[config.mk]
export PLATFORM = sky130hd
export DESIGN_NAME = uart_tx
export DESIGN_NICKNAME = d
export VERILOG_FILES = /design/src/rtl/uart_tx.sv
export SDC_FILE = /design/constraint.sdc
export NUM_CORES = 1
export LEC_CHECK = 0
export CAP_MARGIN = 20
export CORE_ASPECT_RATIO = 1.2
export CORE_UTILIZATION = 46
export DETAILED_ROUTE_END_ITERATION = 10
export PLACE_DENSITY_LB_ADDON = 0.2
export SLEW_MARGIN = 0
export SYNTH_ARGS = -nofsm -noshare
export SYNTH_HDL_FRONTEND = slang
export SYNTH_SLANG_ARGS = --single-unit
[constraint.sdc]
create_clock -name clk -period 2.2 [get_ports clk]
set_input_delay 0.44 -clock clk [delete_from_list [all_inputs] [get_ports clk]]
set_output_delay 0.44 -clock clk [all_outputs]
set_load 0.02 [all_outputs]
[src/rtl/uart_tx.sv]
// Serial transmitter: one 32-bit word out as four UART frames, most significant byte first.
// Define UART_TX_PARITY_EN to insert an even-parity bit after bit 7 of every byte.

module uart_tx #(
    parameter int FREQUENCY_IN_HZ = 50_000_000,
    parameter int BAUD            = 9600
) (
    input  logic        clk,
    input  logic        reset_n,
    input  logic        io_word_valid,
    input  logic [31:0] io_word,
    output logic        io_ready,
    output logic        io_tx,
    output logic        io_done
);

    localparam int CLKS_PER_BIT = FREQUENCY_IN_HZ / BAUD;
    localparam int CW           = (CLKS_PER_BIT > 1) ? $clog2(CLKS_PER_BIT) : 1;
    localparam logic [CW-1:0] BAUD_LAST = CW'(CLKS_PER_BIT - 1);

    typedef enum logic [2:0] {
        IDLE       = 3'd0,
        START      = 3'd1,
        DATA       = 3'd2,
        PARITY_BIT = 3'd3,
        STOP       = 3'd4
    } state_t;

    state_t          state_q;
    logic [CW-1:0]   baud_q;
    logic [CW-1:0]   baud_d;
    logic [2:0]      bit_q;
    logic [1:0]      byte_q;
    logic [31:0]     word_q;
    logic            tx_q;
    logic            ready_q;
    logic            done_q;
    logic            bitEnd;
    logic [7:0]      curByte;

    // The byte on the wire always sits in the top of the word register; later bytes shift up.
    always_comb begin
        bitEnd  = (baud_q == BAUD_LAST);
        baud_d  = bitEnd ? '0 : baud_q + CW'(1);
        curByte = word_q[31:24];
    end

    always_ff @(posedge clk or negedge reset_n) begin
        if (!reset_n) begin
            state_q <= IDLE;
            baud_q  <= '0;
            bit_q   <= '0;
            byte_q  <= '0;
            word_q  <= '0;
            tx_q    <= 1'b1;
            ready_q <= 1'b1;
            done_q  <= 1'b0;
        end else begin
            done_q <= 1'b0;
            case (state_q)
                IDLE: begin
                    baud_q <= '0;
                    bit_q  <= '0;
                    byte_q <= '0;
                    tx_q   <= 1'b1;
                    if (io_word_valid && ready_q) begin
                        word_q  <= io_word;
                        state_q <= START;
                        tx_q    <= 1'b0;
                        ready_q <= 1'b0;
                    end
                end

                START: begin
                    baud_q <= baud_d;
                    if (bitEnd) begin
                        state_q <= DATA;
                        bit_q   <= '0;
                        tx_q    <= curByte[0];
                    end
                end

                DATA: begin
                    baud_q <= baud_d;
                    if (bitEnd) begin
                        if (bit_q == 3'd7) begin
`ifdef UART_TX_PARITY_EN
                            state_q <= PARITY_BIT;
                            tx_q    <= ^curByte;
`else
                            state_q <= STOP;
                            tx_q    <= 1'b1;
`endif
                        end else begin
                            bit_q <= bit_q + 3'd1;
                            tx_q  <= curByte[bit_q + 3'd1];
                        end
                    end
                end

`ifdef UART_TX_PARITY_EN
                PARITY_BIT: begin
                    baud_q <= baud_d;
                    if (bitEnd) begin
                        state_q <= STOP;
                        tx_q    <= 1'b1;
                    end
                end
`endif

                STOP: begin
                    baud_q <= baud_d;
                    bit_q  <= '0;
                    if (bitEnd) begin
                        if (byte_q == 2'd3) begin
                            // Ready and done rise together so a new word can follow immediately.
                            state_q <= IDLE;
                            byte_q  <= '0;
                            ready_q <= 1'b1;
                            done_q  <= 1'b1;
                            tx_q    <= 1'b1;
                        end else begin
                            state_q <= START;
                            byte_q  <= byte_q + 2'd1;
                            word_q  <= word_q << 8;
                            tx_q    <= 1'b0;
                        end
                    end
                end

                default: begin
                    state_q <= IDLE;
                    baud_q  <= '0;
                    bit_q   <= '0;
                    byte_q  <= '0;
                    tx_q    <= 1'b1;
                    ready_q <= 1'b1;
                end
            endcase
        end
    end

    assign io_tx    = tx_q;
    assign io_ready = ready_q;
    assign io_done  = done_q;

endmodule

Word-level counts from Yosys, hierarchy flattened
Index checks and enable logic that the tools add are counted.
{"block": "totals", "reg_bits": 56, "in_bits": 35, "out_inout_bits": 3, "wordCells": 73}
{"block": "op_classes", "add_sub_neg": 3, "n_lt_le_gt_ge": 1, "eq_ne": 14, "muxes": 35, "bitwise_logic": 1, "reduce_logical": 11}
{"cell": "32-bit two-way mux", "n": 3}
{"cell": "32-bit one-hot mux with 2 select lines", "n": 1}
{"cell": "13-bit two-way mux", "n": 2}
{"cell": "3-bit two-way mux", "n": 8}
{"cell": "2-bit inequality test, second input constant", "n": 8}
{"cell": "13-bit by 1-bit adder with 13-bit output, second input constant", "n": 1}
{"cell": "13-bit == test, second input constant", "n": 1}
{"cell": "1-bit two-way mux", "n": 13}
{"cell": "3-bit one-hot mux with 4 select lines", "n": 1}
{"cell": "4-bit AND reduction", "n": 2}
{"cell": "3-bit == test, second input constant", "n": 2}
{"cell": "3-bit one-hot mux with 2 select lines", "n": 1}
{"cell": "3-bit AND reduction", "n": 2}
{"cell": "5-bit AND reduction", "n": 1}
{"cell": "3-bit by 4-bit < comparator with 1-bit output, second input constant", "n": 1}
{"cell": "2-bit two-way mux", "n": 2}
{"cell": "1-bit one-hot mux with 4 select lines", "n": 1}
{"cell": "2-bit one-hot mux with 2 select lines", "n": 1}
{"cell": "3-bit by 1-bit adder with 3-bit output, second input constant", "n": 1}
{"cell": "1-bit binary-select mux with 3-bit select", "n": 1}
{"cell": "3-bit by 1-bit == test with 1-bit output, second input constant", "n": 1}
{"cell": "3-bit by 2-bit == test with 1-bit output, second input constant", "n": 1}
{"cell": "3-bit logical NOT", "n": 1}
{"cell": "1-bit one-hot mux with 3 select lines", "n": 1}
{"cell": "8 further kinds", "n": 8}

Longest topological paths before layout
{"block": "depth", "ltp_word": 6, "mapped_depth": 6, "ltp_nobuf": 6}

Least setup slack after synthesis
Ideal clock, no wire load.
{"block": "synth_path", "path_kind": "flip-flop to flip-flop", "from": "register baud_q[0]", "to": "register word_q[10]", "setup_time_ps": 125, "arrival_ps": 1835, "required_ps": 2075, "setup_slack_ps": 240, "stages_incl_launch_ff": 7, "path_buffers": 1, "period_less_slack_ps": 1960, "path_cell_list": "dfrtp_1 > ha_1 > and4_1 > and3_2 > o211ai_4 > buf_8 > mux2_4"}
{"block": "synth_between", "elab_chain_cells": 3}
{"element": "start: declaration", "line": "30", "text": "logic [CW-1:0] baud_q;"}
{"element": "start signal: assignment", "line": "75", "text": "baud_q <= baud_d;"}
{"element": "start signal: assignment", "line": "84", "text": "baud_q <= baud_d;"}
{"element": "start signal: assignment", "line": "112", "text": "baud_q <= baud_d;"}
{"element": "13-bit == test", "line": "43", "text": "bitEnd = (baud_q == BAUD_LAST);"}
{"element": "2-bit inequality test (no line)"}
{"element": "4-bit AND reduction (no line)"}
{"element": "end signal: assignment", "line": "67", "text": "word_q <= io_word;"}
{"element": "end signal: assignment", "line": "125", "text": "word_q <= word_q << 8;"}
{"element": "end: declaration", "line": "34", "text": "logic [31:0] word_q;"}
Every way passes these cells.
A chain may end at the register's enable or synchronous reset.

Worst setup path after layout
{"block": "layout_path", "from": "register bit_q[1]", "to": "register tx_q (netlist: io_tx)"}
{"block": "layout_between", "elab_chain_cells": 6, "word_cells_on_any_way": 7, "classes_between": "1 x add/sub; 1 x eq/ne; 5 x mux"}
{"element": "start: declaration", "line": "32", "text": "logic [2:0] bit_q;"}
{"element": "start signal: assignment", "line": "95", "text": "bit_q <= bit_q + 3'd1;"}
{"element": "3-bit by 1-bit adder with 3-bit output", "line": "96", "text": "tx_q <= curByte[bit_q + 3'd1];"}
{"element": "1-bit binary-select mux with 3-bit select", "line": "96"}
{"element": "1-bit two-way mux (implied by the code)", "line": "96"}
{"element": "1-bit two-way mux *", "line": "86", "text": "if (bit_q == 3'd7) begin"}
{"element": "1-bit two-way mux *", "line": "85", "text": "if (bitEnd) begin"}
{"element": "1-bit one-hot mux with 4 select lines *", "line": "60", "text": "case (state_q)"}
{"element": "end signal: assignment", "line": "79", "text": "tx_q <= curByte[0];"}
{"element": "end signal: assignment", "line": "96"}
{"element": "end: declaration", "line": "35", "text": "logic tx_q;"}
Mark *: on every way between the ends. The rest lies on a longest branch, timed or not. The select of a mux whose other input is x is not followed.

==> key figures <==
Route
  • DR iter-0 viols: 115
  • Total length of routed wires: 5829 um
  • DR DRC count: 0
  • Post-route ant nets: 0
  • Vias/cell: 5.185
  • Wirelength per Cell: 14.61 um
  • DR pass1 iterations: 4
  • Via count: 2069

Power
  • Leak: 1.686 nW
  • Pwr Density: 500.7 nW/um^2
  • Maximum vdd drop: 263.4 uV
  • Total power: 1.742 mW

Clock network
  • Clk sink count: 56
  • Root Driver: clkbuf_8
  • Worst-path clk slew: 0.10 ns
  • Number of buffers created by CTS: 5
  • TritonCTS clock tree: yes
  • H-tree levels: 2
  • Worst-case clock buffer depth: 2
  • Clk Latency, worst-skew pair: 0.32 ns
  • Post-CTS Setup Bufs: 0

Placement
  • PortBufs: 37
  • DP Wirelength: 4166 um
  • RePlAce Congestion: 0.8625

Synthesis
  • Post-Syn Area: 2866 um^2
  • Post-synth EDFFs: 0
  • Mapped Cells: 271
  • Synthesized Nets: 310
  • Yosys cell types: 40
  • Ys flop type: dfrtp_1
  • Avg Cell Area, Syn: 10.58 um^2
  • Async SR Flop Fraction: 100.0%
  • #FFs+latches synth: 56
  • Sequential share of the synthesized area: 48.97%
  • Warnings, synthesis: 0

Layout
  • Area delta synth->final: 21.34%
  • Layout net count: 355
  • Ant diodes: 0
  • Layout cells sized above 1: 18.93%

Timing
  • Max-slew headroom: 63.61%
  • Clock skew: 0.007887 ns
  • Crit path time final: 2.072 ns
  • Unrepaired setup endpoints after global routing: false
  • Worst-margin pin slew: 0.5446 ns
  • # setup viols final: 0
  • Fin crit share: 94.20%
  • Fmax achieved: 482.5 MHz
  • Final TNS setup: 0 ns
  • Slew Limit Fails: 0
  • Hold Vio Cnt, Final: 0

Flow run
  • Max Cap Viol: 0

Global route
  • Total gr overflow: 0
  • GRT Total Usage: 19.80%
  • Largest net degree at the start of global routing: 30
  • Vias in the first global route: 2096
  • Initial antenna violation count: 0
  • First-pass GRT wire length: 9832 um

Setup path
  • CP max FO: 3
  • Critical Path RT: 2.46 ns
  • Crit Path Class: register to register
  • Startpoint class of the critical path: register
  • Crit. End Element: register
  • CP Data Arrival Time: 2.33 ns

Worst hold path
  • Hold Crit Class: primary input to asynchronous set/reset pin

Outcome
  • Status: finished, final reports clean

Die
  • Rows: 31
  • Die Width: 74.06 um
  • Ports: 38
  • Die height: 88.48 um
  • DIE AREA: 6552 um^2
  • Core area: 6012 um^2
  • Initial Utilization: 47.68%
==> state kept, by name, indices dropped and copies added, names as in the netlist <==
register  count
io_done       1
bit_q         3
state_q       3
io_tx         1
word_q       32
byte_q        2
io_ready      1
baud_q       13
==> per-stage QoR <==
step | hold slack [ns] | instances | util (%) | worst slack (ns) | area (um^2)
after floorplan | 0.1444 | 271 | - | 0.2400 | 2867
after CTS | 0.09029 | 399 | 57.81 | 0.1282 | 3476
after detailed placement | 0.4410 | 391 | 56.19 | 0.1645 | 3378
final | 0.07619 | 399 | 57.86 | 0.1276 | 3478
after global placement | 0.4350 | 391 | 56.19 | 0.1303 | 3378
after global routing | 0.1118 | 399 | 57.86 | 0.01286 | 3478
==> metal layers <==
layer / part of all wire [%] / track usage (%) / up-vias
met5: 0 / 0 / -
met4: 1.2 / 6.643 / 0
met3: 2.7 / 3.872 / 6
met2: 50 / 33.80 / 36
met1: 47 / 24.95 / 1003
li1: - / - / 1024
==> critical path, stage by stage, from the launching register on <==
cell,delay [ns]
dfrtp_1,0.42
ha_2,0.38
mux4_2,0.52
a32oi_1,0.21
o311ai_0,0.18
mux2_2,0.30
==> layout by cell type (no fill, tap or decap), drive strengths merged, types with 5 or more instances in the layout <==
cell type / n
nor3: 5
xnor2: 10
mux2: 26
nor2: 18
clkbuf: 6
clkdlybuf4s50: 36
buf: 15
dfrtp: 54
nand3: 6
nand2: 83
a22o: 12
==> what timing repair did <==
action | in CTS | in global routing
hold buffers | 0 | 0
gates resized for setup | 0 | 1
setup endpoints to repair | 0 | 1
==> report_power, final <==
group          internal [mW]  total (mW)  switching [mW]
Clock                  0.256       0.605           0.350
Sequential              1.03        1.03               0
Combinational         0.0657       0.107          0.0417
Total                   1.35        1.74           0.391
==> layout make-up <==
class | count | area (um^2)
fillers | 520 | 2534
flip-flops and latches | 56 | 1404
multi-input cells | 200 | 1371
repair buffers | 51 | 495.5
well taps | 82 | 102.6
clock buffers | 6 | 82.58
clock inverters | 2 | 15.01
inverters | 2 | 7.507
==> synthesized netlist by cell type, types with 2 or more instances <==
| master | n | area, um^2 |
|---|---|---|
| nand2_1 | 83 | 311.6 |
| dfrtp_1 | 54 | 1351 |
| mux2_4 | 21 | 315.3 |
| nor2_1 | 18 | 67.56 |
| a22o_1 | 12 | 105.1 |
| xnor2_1 | 10 | 87.58 |
| buf_2 | 6 | 30.03 |
| nand3_1 | 6 | 30.03 |
| mux2_2 | 5 | 56.30 |
| nor3_1 | 5 | 25.02 |
| ha_1 | 4 | 50.05 |
| nor4_1 | 4 | 25.02 |
| clkbuf_1 | 3 | 11.26 |
| o21ai_0 | 3 | 15.01 |
| a211oi_1 | 2 | 15.01 |
| a21oi_1 | 2 | 10.01 |
| and3_1 | 2 | 12.51 |
| buf_8 | 2 | 30.03 |
| dfstp_2 | 2 | 52.55 |
| inv_1 | 2 | 7.510 |
| mux4_2 | 2 | 45.04 |
| nand4_1 | 2 | 12.51 |
| nor3b_1 | 2 | 15.01 |
| nor4b_2 | 2 | 30.03 |
| xor2_1 | 2 | 17.52 |
==> worst paths after layout <==
check	start	end	slack, ns	cells past startpoint
worst max register to register	bit_q[1]	io_tx	0.13	5
min in group clk	baud_q[0]	baud_q[0]	0.49	1
worst min-delay path	reset_n	word_q[23]	0.08	1
worst max-delay path	bit_q[1]	io_tx	0.13	5
worst min register to register	baud_q[0]	baud_q[0]	0.49	1
max in group asynchronous	reset_n	io_ready	1.51	2
==> logic make-up (layout without fill, tap and decap cells) <==
group | Yosys count | after routing | share of synthesized area [%]
DFF | 56 | 56 | 48.97
AOI/OAI and AO/OA | 25 | 25 | 7.246
adders and majority gates | 4 | 4 | 1.746
muxes | 29 | 29 | 14.88
buffers and inverters | 15 | 61 | 3.274
xor gates and xnor gates | 12 | 12 | 3.666
and+or+nand+nor | 130 | 130 | 20.21
Note: power is estimated with default switching activity, not from simulation.
